--- src/rtl/dino_collision_score.sv ---
// Game-rule stage: samples dino/danger state on each game tick, tests bounding-box
// overlap through a two-stage pipeline, latches game-over and keeps BCD score/high score.
module dino_collision_score #(
  parameter int DINO_X    = 40,
  parameter int DINO_W    = 40,
  parameter int DINO_H    = 43,
  parameter int DANGER_W  = 24,
  parameter int CACTUS_H  = 48,
  parameter int BIRD_ALT  = 50,
  parameter int BIRD_H    = 24,
  parameter int SCORE_DIV = 4
) (
  input  logic        clk,
  input  logic        rst,
  input  logic        game_clk,
  input  logic        restart,
  input  logic [8:0]  dino_pos,
  input  logic [8:0]  danger_pos1,
  input  logic [8:0]  danger_pos2,
  input  logic [8:0]  danger_pos3,
  input  logic [2:0]  danger_type1,
  input  logic [2:0]  danger_type2,
  input  logic [2:0]  danger_type3,
  input  logic        danger_en1,
  input  logic        danger_en2,
  input  logic        danger_en3,
  output logic        game_over,
  output logic [2:0]  hit_mask,
  output logic [15:0] score,
  output logic [15:0] hi_score
);

  typedef enum logic {RUN, OVER} state_t;

  localparam int DIV_W = (SCORE_DIV > 1) ? $clog2(SCORE_DIV) : 1;
  localparam logic [DIV_W-1:0] DIV_LAST = DIV_W'(SCORE_DIV - 1);

  localparam logic [9:0] X_LO = 10'(DINO_X);
  localparam logic [9:0] X_HI = 10'(DINO_X + DINO_W);
  localparam logic [9:0] DW   = 10'(DANGER_W);
  localparam logic [9:0] DH   = 10'(DINO_H);
  localparam logic [9:0] C_HI = 10'(CACTUS_H);
  localparam logic [9:0] B_LO = 10'(BIRD_ALT);
  localparam logic [9:0] B_HI = 10'(BIRD_ALT + BIRD_H);

  state_t           state, state_nxt;
  logic             enter_over, leave_over;
  logic             gc_d, tick;
  logic [DIV_W-1:0] div_cnt;

  logic             s1_valid;
  logic [8:0]       s1_dino;
  logic [8:0]       s1_pos [3];
  logic [2:0]       s1_bird;
  logic [2:0]       s1_en;
  logic [2:0]       hit_c;

  logic             s2_valid;
  logic [2:0]       s2_hit;

  // Only the bird flag of the danger type matters to the geometry.
  logic unused_type;
  assign unused_type = ^{danger_type1[1:0], danger_type2[1:0], danger_type3[1:0]};

  function automatic logic [15:0] bcd_inc(input logic [15:0] v);
    logic [15:0] r;
    logic        c;
    r = v;
    c = 1'b1;
    for (int d = 0; d < 4; d++) begin
      if (c) begin
        if (v[d*4 +: 4] == 4'd9) begin
          r[d*4 +: 4] = 4'd0;
        end else begin
          r[d*4 +: 4] = v[d*4 +: 4] + 4'd1;
          c = 1'b0;
        end
      end
    end
    return r;
  endfunction

  // Half-open spans on both axes, so boxes that merely touch do not collide.
  function automatic logic slot_hit(input logic en, input logic [8:0] pos,
                                    input logic bird, input logic [8:0] dino);
    logic [9:0] p, a_lo, a_hi, b_lo, b_hi;
    logic       h, v;
    p    = {1'b0, pos};
    a_lo = {1'b0, dino};
    a_hi = a_lo + DH;
    b_lo = bird ? B_LO : 10'd0;
    b_hi = bird ? B_HI : C_HI;
    h    = (p < X_HI) && ((p + DW) > X_LO);
    v    = (a_lo < b_hi) && (b_lo < a_hi);
    return en & h & v;
  endfunction

  assign tick      = game_clk & ~gc_d;
  assign game_over = (state == OVER);

  always_comb begin
    for (int i = 0; i < 3; i++) begin
      hit_c[i] = slot_hit(s1_en[i], s1_pos[i], s1_bird[i], s1_dino);
    end
  end

  always_comb begin
    state_nxt  = state;
    enter_over = 1'b0;
    leave_over = 1'b0;
    case (state)
      RUN: begin
        if (s2_valid && (s2_hit != 3'b000)) begin
          state_nxt  = OVER;
          enter_over = 1'b1;
        end
      end
      OVER: begin
        if (restart) begin
          state_nxt  = RUN;
          leave_over = 1'b1;
        end
      end
      default: state_nxt = RUN;
    endcase
  end

  always_ff @(posedge clk) begin
    if (rst) begin
      state <= RUN;
      gc_d  <= 1'b0;
    end else begin
      state <= state_nxt;
      gc_d  <= game_clk;
    end
  end

  // Restart flushes both stages so hits sampled during OVER never end the new game.
  always_ff @(posedge clk) begin
    if (rst) begin
      s1_valid <= 1'b0;
      s1_dino  <= '0;
      s1_pos   <= '{default: '0};
      s1_bird  <= '0;
      s1_en    <= '0;
      s2_valid <= 1'b0;
      s2_hit   <= '0;
    end else begin
      if (tick) begin
        s1_dino <= dino_pos;
        s1_pos  <= '{danger_pos1, danger_pos2, danger_pos3};
        s1_bird <= {danger_type3[2], danger_type2[2], danger_type1[2]};
        s1_en   <= {danger_en3, danger_en2, danger_en1};
      end
      s2_hit <= hit_c;
      if (leave_over) begin
        s1_valid <= 1'b0;
        s2_valid <= 1'b0;
      end else begin
        s1_valid <= tick;
        s2_valid <= s1_valid;
      end
    end
  end

  always_ff @(posedge clk) begin
    if (rst) begin
      score    <= 16'h0000;
      hi_score <= 16'h0000;
      hit_mask <= 3'b000;
      div_cnt  <= '0;
    end else begin
      if (leave_over) begin
        score    <= 16'h0000;
        div_cnt  <= '0;
        hit_mask <= 3'b000;
      end else begin
        if ((state == RUN) && tick) begin
          if (div_cnt == DIV_LAST) begin
            div_cnt <= '0;
            score   <= bcd_inc(score);
          end else begin
            div_cnt <= div_cnt + 1'b1;
          end
        end
        if (enter_over) begin
          hit_mask <= s2_hit;
          if (score > hi_score) begin
            hi_score <= score;
          end
        end
      end
    end
  end

endmodule
--- config.mk ---
export PLATFORM = sky130hd
export DESIGN_NAME = dino_collision_score
export DESIGN_NICKNAME = d
export VERILOG_FILES = /design/src/rtl/dino_collision_score.sv
export SDC_FILE = /design/constraint.sdc
export NUM_CORES = 1
export LEC_CHECK = 0
export BUFFER_PORTS_ARGS = -buffer_cell sky130_fd_sc_hd__buf_4
export CAP_MARGIN = 10
export CORE_MARGIN = 2
export CORE_UTILIZATION = 30
export DETAILED_ROUTE_END_ITERATION = 10
export SKIP_CTS_REPAIR_TIMING = 1
export SKIP_LAST_GASP = 1
export SYNTH_ARGS = -nofsm -noshare
export SYNTH_HDL_FRONTEND = slang
export SYNTH_SLANG_ARGS = --single-unit
--- constraint.sdc ---
create_clock -name clk -period 4.5 [get_ports clk]
set_input_delay 1.125 -clock clk [delete_from_list [all_inputs] [get_ports clk]]
set_output_delay 1.125 -clock clk [all_outputs]
set_load 0.1 [all_outputs]
* Word level (Yosys, flattened, before mapping) *
Cells that the tools add are included.

storage, ports and cells
  input bits = 52
  bits in registers = 86
  logic and storage cells = 104
  output and inout bits = 36

cells by class
  muxes and demuxes = 34
  bitwise gates (word level) = 10
  $lt $le $gt $ge = 13
  reduce and logical (&&, ||, !) cells = 15
  add/subtract/negate cells = 9
  equality and inequality tests = 5

operator list
  kind                    count
  $add A9 B5 Y10 const B  3
  $gt A10 B6 Y1 const B   3
  $lt A6 B10 Y1           3
  $lt A9 B7 Y1            3
  $lt A9 B7 Y1 const B    3
  $mux W1                 22
  $mux W7                 3
  $mux W6                 3
  $add A4 B1 Y4 const B   4
  $eq A4 B4 Y1 const B    4
  $gt A16 B16 Y1          1
  $mux W4                 4
  $reduce_and A3 Y1       4
  $add A9 B6 Y10 const B  1
  $logic_and A1 B1 Y1     8
  $and A1 B1 Y1           7
  $not A1 Y1              3
  $reduce_bool A3 Y1      1
  $add A2 B1 Y2 const B   1
  $eq A2 B2 Y1 const B    1
  $mux W2                 1
  $pmux W1 S2             1
  $reduce_and A2 Y1       1
  $reduce_or A2 Y1        1

* Logic depth before layout (Yosys ltp) *
Gate-level depths: netlist (run 1).

  word-level depth = 17
  mapped depth = 9
  gate-level depth less buffers = 8

* Worst setup path after synthesis (run 1) *
Ideal clock, no wire load.

  kind = reg2reg
  start = register hi_score[15]
  end = register hi_score[12]
  path slack = 1830 ps
  period minus slack after synthesis = 2670 ps
  path buffers = 2
  stages on the path, launching flop included = 10
  arrival time = 2597 ps
  required time = 4428 ps
  library setup time = 72 ps
  cells stage by stage = dfxtp_1 -> inv_1 -> ha_1 -> nand4_1 -> nor4_2 -> a21boi_1 -> o311a_1 -> buf_6 -> buf_8 -> mux2i_1

on the way
  word-level cells in the longest chain between the ends = 2

ends and longest elaborated chain
  item                         RTL line  source
  start: declaration           30        output logic [15:0] hi_score
  start signal: assignment     189       hi_score <= score;
  $gt A16 B16 Y1               188       if (score > hi_score) begin
  $reduce_and A3 Y1 (no line)  --

No other way between the ends.
A chain may end at the register's enable or synchronous reset.

* Worst setup path in the final report (run 1) *
  start = register score[12]
  end = register hi_score[2]

on the way
  word-level cells in the longest chain between the ends = 2

ends and longest elaborated chain
  item                         RTL line  source
  start: declaration           29        output logic [15:0] score,
  start signal: assignment     181       score <= bcd_inc(score);
  $gt A16 B16 Y1               188
  $reduce_and A3 Y1 (no line)  --

No other way between the ends.

==> out/results.ini, run 1 <==
[outcome]
status=finished clean

[power_and_ir_drop]
p_leak_nw=2.32
power.density_nw_per_um2=316
max-vdd-ir-drop_mv=0.216

[placed_design]
dpl.hpwl_mm=7.58
io_buffers=81
gp_congestion=0.763

[synth]
synth.most_common_cell=nand2_1
yosys.area.top_type=dfxtp_1
synth-async-reset-ratio_pct=0
avgSynthCellArea_um2=8.45
ys_top_cells_by_area=dfxtp_1 38%, ha_1 11%, nand2_1 8.6%
yosysSeqAreaShare_pct=38.1
ys.flop_type=dfxtp_1
ys_seq_elements=86
synth_cells=535
ys_warn_count=0
synth-edff-count=0
synth_area_um2=4520
syn_nets=628
yosysTopAreaCellShare_pct=38.1
synthTopCellsByCount=103 x nand2_1, 86 x dfxtp_1, 66 x a21oi_1
ys_types=47

[timing]
hold_violations=0
fin_crit_ns=2.72
slew_headroom_pct=33.6
slew_viol_final=0
rsz0062_at_grt=no
finalCritPeriodShare_pct=60.4
fin_tns_setup_ns=0
skew_ns=0.00704
fmax_mhz=368
tightest_slew_ns=0.995
finalSetupViolations=0

[clock_network]
cts_made_buffers=9
clkTransAtPathRegs_ns=0.06
cts_max_level=3
cts_tree=yes
clock_sinks=86
clock_path_buffers=2
clock-root-buffer=clkbuf_16
clock_latency_ns=0.34

[worst_setup_path]
slowest_delay_ns=0.82
path_class=reg -> reg
cp_cell_sequence=ha_1 > nand4_1 > nor4_2 > a21boi_1 > o311a_1 > mux2i_1
start_kind=register
crit_family=compound AO/OA/AOI/OAI gates
worstSetupEndpointType=register
cp_slowest_cell=o311a_1
worstPathRequired_ns=4.76
path_buf_inv=0
path_max_fanout=16
worst_ep_arrival_time_ns=2.98

[die]
core_area_um2=14600
start_util_pct=30.9
rows=44
die_w_um=127
die_h_um=127
num_io_pins=88
design.die.area_um2=16100

[detailed_routing]
firstDrtPassIters=4
antenna_left=0
wirelength_mm=10.3
first_iter_violations=165
vias_per_cell=4.79
num_vias=3807
routedWlPerCell_um=13.0
drc=0

[run]
maxCapViolations=0

[grt]
antenna_found_initial=0
grt_max_degree=79
first_global_vias=3590
grt_overflow=0
grt_pass1_wl_mm=17.2
track_usage_pct=13.3

[final_layout]
utilization_pct=38.1
diodes=0
drive_gt1_share_pct=18.5
layout.nets=698
synthToLayoutAreaGrowth_pct=23.3

[worst_hold_path]
hold_path_class=reg -> reg

[sequential cells by signal, summed over array words and instances, names as in the netlist]
name and count:
gc_d 1, s1_valid 1, div_cnt 2, s1_en 3, s1_dino 9, game_over 1
hi_score 16, s1_bird 3, hit_mask 3, score 16, s2_valid 1, s1_pos 27
s2_hit 3
[logic make-up after synthesis]
logic type      share of synthesized area (%)
mux                                      5.62
compound gates                           14.9
flops                                    38.1
buf+inv                                  5.09
simple gates                             23.4
fa+ha+maj                                11.3
xor+xnor                                 1.55
[report_power, final]
group,total [mW],switching (mW),leakage [nW],internal (mW)
registers,0.808,0.0226,0.700,0.786
logic,0.156,0.0791,1.46,0.0769
clock network,0.796,0.296,0.157,0.500
[layer usage]
metal	wire (um)	track usage, %	vias up
met2	4620	21.1	93
li1	-	-	1959
met3	535	3.71	10
met5	0	0	-
met4	119	4.14	0
met1	5060	17.5	1745
[cell usage in the layout, fill, tap and decap left out, types with 7 or more instances in the layout]
cell       netlist  routed
a21o_1          12      12
a21oi_1         66      66
buf_4            0      83
clkbuf_16        0       9
dfxtp_1         86      86
ha_1            41      41
inv_1           30      30
mux2i_1         22      22
nand2_1        103     103
nand2b_1        35      35
nand3_1          7       7
nor2_1          21      21
nor2b_1         12      11
o21ai_0          9       9
[final cells by class]
cell class | instances | area [um^2]
clock buffers | 12 | 246
clock inverters | 4 | 70.1
fillers | 1521 | 9070
inverters | 30 | 113
multi-input cells | 395 | 2570
flip-flops and latches | 86 | 1720
well taps | 184 | 230
repair buffers | 83 | 623
[worst paths after layout]
| check | from | endpoint | slack (ns) | cells past startpoint |
|---|---|---|---|---|
| setup / recovery | score[12] | hi_score[2] | 1.78 | 6 |
| hold / removal | s1_valid | s2_valid | 0.43 | 1 |
| setup reg to reg | score[12] | hi_score[2] | 1.78 | 6 |
| hold reg to reg | s1_valid | s2_valid | 0.43 | 1 |
[stage by stage]
stage | worst slack, ns | hold slack [ns] | cells | total power, mW | instance area [um^2]
after CTS | 1.68 | 0.437 | 794 | 1.79 | 5580
after global placement | 1.79 | 0.421 | 778 | 0.977 | 5260
after detailed placement | 1.69 | 0.415 | 778 | 0.983 | 5260
after floorplan | 1.83 | 0.406 | 535 | 0.921 | 4520
after global routing | 1.56 | 0.464 | 794 | 1.85 | 5580
final | 1.78 | 0.434 | 794 | 1.76 | 5580
(Power assumes the default switching activity.)
==> run 2, diff against run 1 <==
- clock period: 4.5 -> 2.6 ns (I/O delays scaled with it)
==> run 2 against run 1 <==
  * Maximum frequency up 22%
  * Final cell count rose by 0.88%
  * Die area did not move
  * Power up 60%
  * Clock-buffer cell count fell by 1
  * Clock power is 44% higher
  * Sequential share of layout area increased by 0.079 points
  * Combinational power is 77% higher
  * Flip-flop and latch count did not move
  * Routed wire length rose by 3.7%
  * Register-to-register slack worse by 1.4 ns
  * Critical path type unchanged
==> out/results.ini, run 2 (synthesis results as in run 1) <==
[outcome]
status=finished clean

[run]
maxCapViolations=0

[clock_network]
clock_path_buffers=2
clkTransAtPathRegs_ns=0.06
cts_max_level=3
cts_tree=yes
clock_latency_ns=0.34
cts_made_buffers=9
clock-root-buffer=clkbuf_16
clock_sinks=86

[detailed_routing]
num_vias=3847
antenna_left=0
vias_per_cell=4.80
firstDrtPassIters=4
drc=0
first_iter_violations=195
wirelength_mm=10.7
routedWlPerCell_um=13.4

[final_layout]
top_regs=s1_pos: 27 flops, hi_score: 16 flops, score: 16 flops
largest_register=s1_pos
drive_gt1_share_pct=21.1
layout.nets=706
synthToLayoutAreaGrowth_pct=23.9
final_common_cell=nand2_1
largest_reg_flops=27
diodes=0
layout_common_cells=103 x nand2_1, 90 x buf_4, 76 x dfxtp_1, 66 x a21oi_1, 41 x ha_1

[timing]
finalSetupViolations=0
hold_violations=0
skew_ns=0.00715
fin_crit_ns=2.23
fmax_mhz=448
rsz0062_at_grt=no
finalCritPeriodShare_pct=85.8
tightest_slew_ns=0.451
slew_viol_final=0
slew_headroom_pct=69.6
fin_tns_setup_ns=0

[worst_setup_path]
reg2reg_slack_ns=0.37
path_class=reg -> reg
start_kind=register
path_max_fanout=15
worst_ep_arrival_time_ns=2.50
worstSetupEndpointType=register
worstPathRequired_ns=2.86

[die]
rows=44
die_w_um=127
die_h_um=127
start_util_pct=30.9
core_area_um2=14600
num_io_pins=88
design.die.area_um2=16100

[placed_design]
io_buffers=81
gp_congestion=0.811
dpl.hpwl_mm=7.91

[power_and_ir_drop]
seqPwrFrac_pct=49.5
pwr-share-clk_pct=40.7
fin_total_pwr_mw=2.82
netSwitchingPower_mw=0.688
power.density_nw_per_um2=504
power.internal_mw=2.14
p_leak_nw=2.33
max-vdd-ir-drop_mv=0.274
combPwrFrac_pct=9.8
swShare_pct=24.4

[grt]
first_global_vias=3718
grt_max_degree=45
use_met2_pct=21.2
use_met3_pct=3.46
grt-busiest-layer=met2
track_usage_pct=13.5
grt_overflow=0
grt_pass1_wl_mm=17.6
antenna_found_initial=0
grt_use_met1_pct=18.0

[worst_hold_path]
hold_path_class=reg -> reg

run 2: changes by cell type in the layout (fill, tap and decap cells not counted), sizes merged:
cell,change
buf,+8
bufinv,-2
clkbuf,-1
clkinvlp,+2
run 2: worst max-delay path: stages, from the launching register on:
cell      delay [ns]
dfxtp_2         0.37
ha_1            0.33
nand4_1         0.18
nor4_2          0.38
a21boi_1        0.22
o311a_1         0.28
buf_12          0.20
mux2i_1         0.20
run 2: worst paths after layout:
path                   from     endpoint  depth (start not counted)
setup / recovery  score[15]  hi_score[4]                          7
hold / removal     s1_valid     s2_valid                          1
setup reg to reg  score[15]  hi_score[4]                          7
hold reg to reg    s1_valid     s2_valid                          1
run 2: power groups by stage:
stage,combinational [mW],clock (mW),sequential (mW)
CTS,0.280,1.20,1.40
global placement,0.271,0,1.43
floorplan,0.178,0,1.42
finish,0.276,1.15,1.40
detailed placement,0.279,0,1.43
global route,0.317,1.25,1.40
run 2: routing by layer:
metal / vias up / wire length, um / share of wire [%]
met4: 0 / 174 / 1.6
met5: - / 0 / 0
met1: 1759 / 5240 / 49
li1: 1975 / - / -
met3: 13 / 588 / 5.5
met2: 100 / 4720 / 44
run 2: area by class of cell:
cell class | instances | area [um^2]
Clock buffer | 11 | 233
Clock inverter | 4 | 25.0
Fill cell | 1510 | 9040
Inverter | 30 | 113
Multi-Input combinational cell | 395 | 2570
Sequential cell | 86 | 1730
Tap cell | 184 | 230
Timing Repair Buffer | 91 | 696
run 2: per-stage QoR:
step / instances / hold WS (ns) / setup WS [ns] / util [%] / area [um^2]
after floorplan: 535 / 0.406 / 0.00343 / - / 4530
after global placement: 786 / 0.422 / 0.424 / 36.5 / 5340
after detailed placement: 786 / 0.426 / 0.342 / 36.5 / 5340
after CTS: 801 / 0.437 / 0.325 / 38.3 / 5600
after global routing: 801 / 0.460 / 0.173 / 38.3 / 5600
final: 801 / 0.433 / 0.368 / 38.3 / 5600
==> run 3, diff against run 2 <==
- clock period: 2.6 -> 2.9 ns (I/O delays scaled with it)
==> run 3 against run 2 <==
  * Routed wire length barely moved
  * First-iteration DRC count fell by 8.2%
  * Critical path depth did not move
  * Clock power rose by 24%
  * Global-route usage rose by 0.20 points
  * Clock skew fell by 0.0013 ns
  * Via count barely moved
  * Non-clock buffer count fell by 5
==> out/results.ini, run 3 (synthesis results as in run 1) <==
[grt]
grt_max_degree=48
track_usage_pct=13.7
antenna_found_initial=0
first_global_vias=3722
grt_overflow=0
grt_pass1_wl_mm=17.9

[clock_network]
cts_max_level=3
clock_sinks=86
clock_path_buffers=2
clock-root-buffer=clkbuf_16
clkTransAtPathRegs_ns=0.06
cts_tree=yes
clock_latency_ns=0.34
cts_made_buffers=9

[final_layout]
layout.nets=701
fillers=1532
largest_reg_flops=27
diodes=0
synthToLayoutAreaGrowth_pct=25.3
layout_common_cells=103 x nand2_1, 86 x dfxtp_1, 85 x buf_4, 66 x a21oi_1, 41 x ha_1
top_regs=s1_pos: 27 flops, hi_score: 16 flops, score: 16 flops
final_common_cell=nand2_1
largest_register=s1_pos
drive_gt1_share_pct=19.2

[worst_setup_path]
worstSetupEndpointType=register
path_class=reg -> reg
worst_ep_arrival_time_ns=2.57
start_kind=register
path_max_fanout=13
worstPathRequired_ns=3.17

[timing]
tightest_slew_ns=0.733
fin_crit_ns=2.30
setup_slack_ns=0.599
skew_ns=0.00585
hold_violations=0
slew_headroom_pct=51.1
rsz0062_at_grt=no
slew_viol_final=0
finalSetupViolations=0
fmax_mhz=435
finalCritPeriodShare_pct=79.4
fin_tns_setup_ns=0

[die]
num_io_pins=88
die_h_um=127
die_w_um=127
rows=44
design.die.area_um2=16100
start_util_pct=30.9
core_area_um2=14600

[placed_design]
dp_slack_ns=0.563
io_buffers=81
gp_congestion=0.790
dpl.hpwl_mm=7.90

[detailed_routing]
firstDrtPassIters=4
antenna_left=0
drc=0
first_iter_violations=179
routedWlPerCell_um=13.5
wirelength_mm=10.7
num_vias=3845
vias_per_cell=4.82

[outcome]
status=finished clean

[run]
maxCapViolations=0

[worst_hold_path]
hold_path_class=reg -> reg

[power_and_ir_drop]
max-vdd-ir-drop_mv=0.305
p_leak_nw=2.36
power.density_nw_per_um2=517

## run 3: cell count changes in the layout (fill, tap and decap cells not counted), sizes merged
cell	delta
clkinvlp	-1
bufinv	+4
clkbuf	-1
buf	-5
clkinv	-1
## run 3: worst max-delay path, stage by stage (launching register included)
cell,delay (ns)
dfxtp_1,0.40
ha_1,0.36
nand4_1,0.17
nor4_2,0.34
a21boi_1,0.22
o311a_1,0.34
buf_12,0.20
mux2i_1,0.20
## run 3: path summary, 6_finish.rpt
kind         startpoint           end  slack, ns  cells after the start
max           score[15]  hi_score[11]       0.60                      7
min            s1_valid      s2_valid       0.42                      1
max reg2reg   score[15]  hi_score[11]       0.60                      7
min reg2reg    s1_valid      s2_valid       0.42                      1
## run 3: layout make-up
cell class	count	area, um^2	area share [%]
clock inverters	6	133	2.34
multi-input cells	395	2570	45.4
inverters	30	113	1.99
repair buffers	86	658	11.6
clock buffers	10	239	4.22
well taps	184	230	4.06
flip-flops and latches	86	1720	30.4
## run 3: stage by stage
stage | total power, mW | hold slack [ns] | cells | util [%] | cell area, um^2
after floorplan | 1.43 | 0.406 | 535 | - | 4520
after global placement | 1.52 | 0.419 | 781 | 36.2 | 5290
after detailed placement | 1.53 | 0.418 | 781 | 36.2 | 5290
after CTS | 2.97 | 0.421 | 797 | 38.7 | 5670
after global routing | 3.06 | 0.457 | 797 | 38.7 | 5670
final | 2.93 | 0.424 | 797 | 38.7 | 5670
## run 3: report_power, final
| group | switching, mW | internal, mW |
|---|---|---|
| Clock | 0.475 | 0.951 |
| Sequential | 0.0353 | 1.22 |
| Combinational | 0.126 | 0.122 |
| Total | 0.636 | 2.29 |
## run 3: metal layers
layer / wire (um) / share of wire (%) / track usage [%]
met1: 5200 / 48 / 18.1
met4: 128 / 1.2 / 3.68
met3: 533 / 5.0 / 3.67
met5: 0 / 0 / 0
met2: 4870 / 45 / 22.2
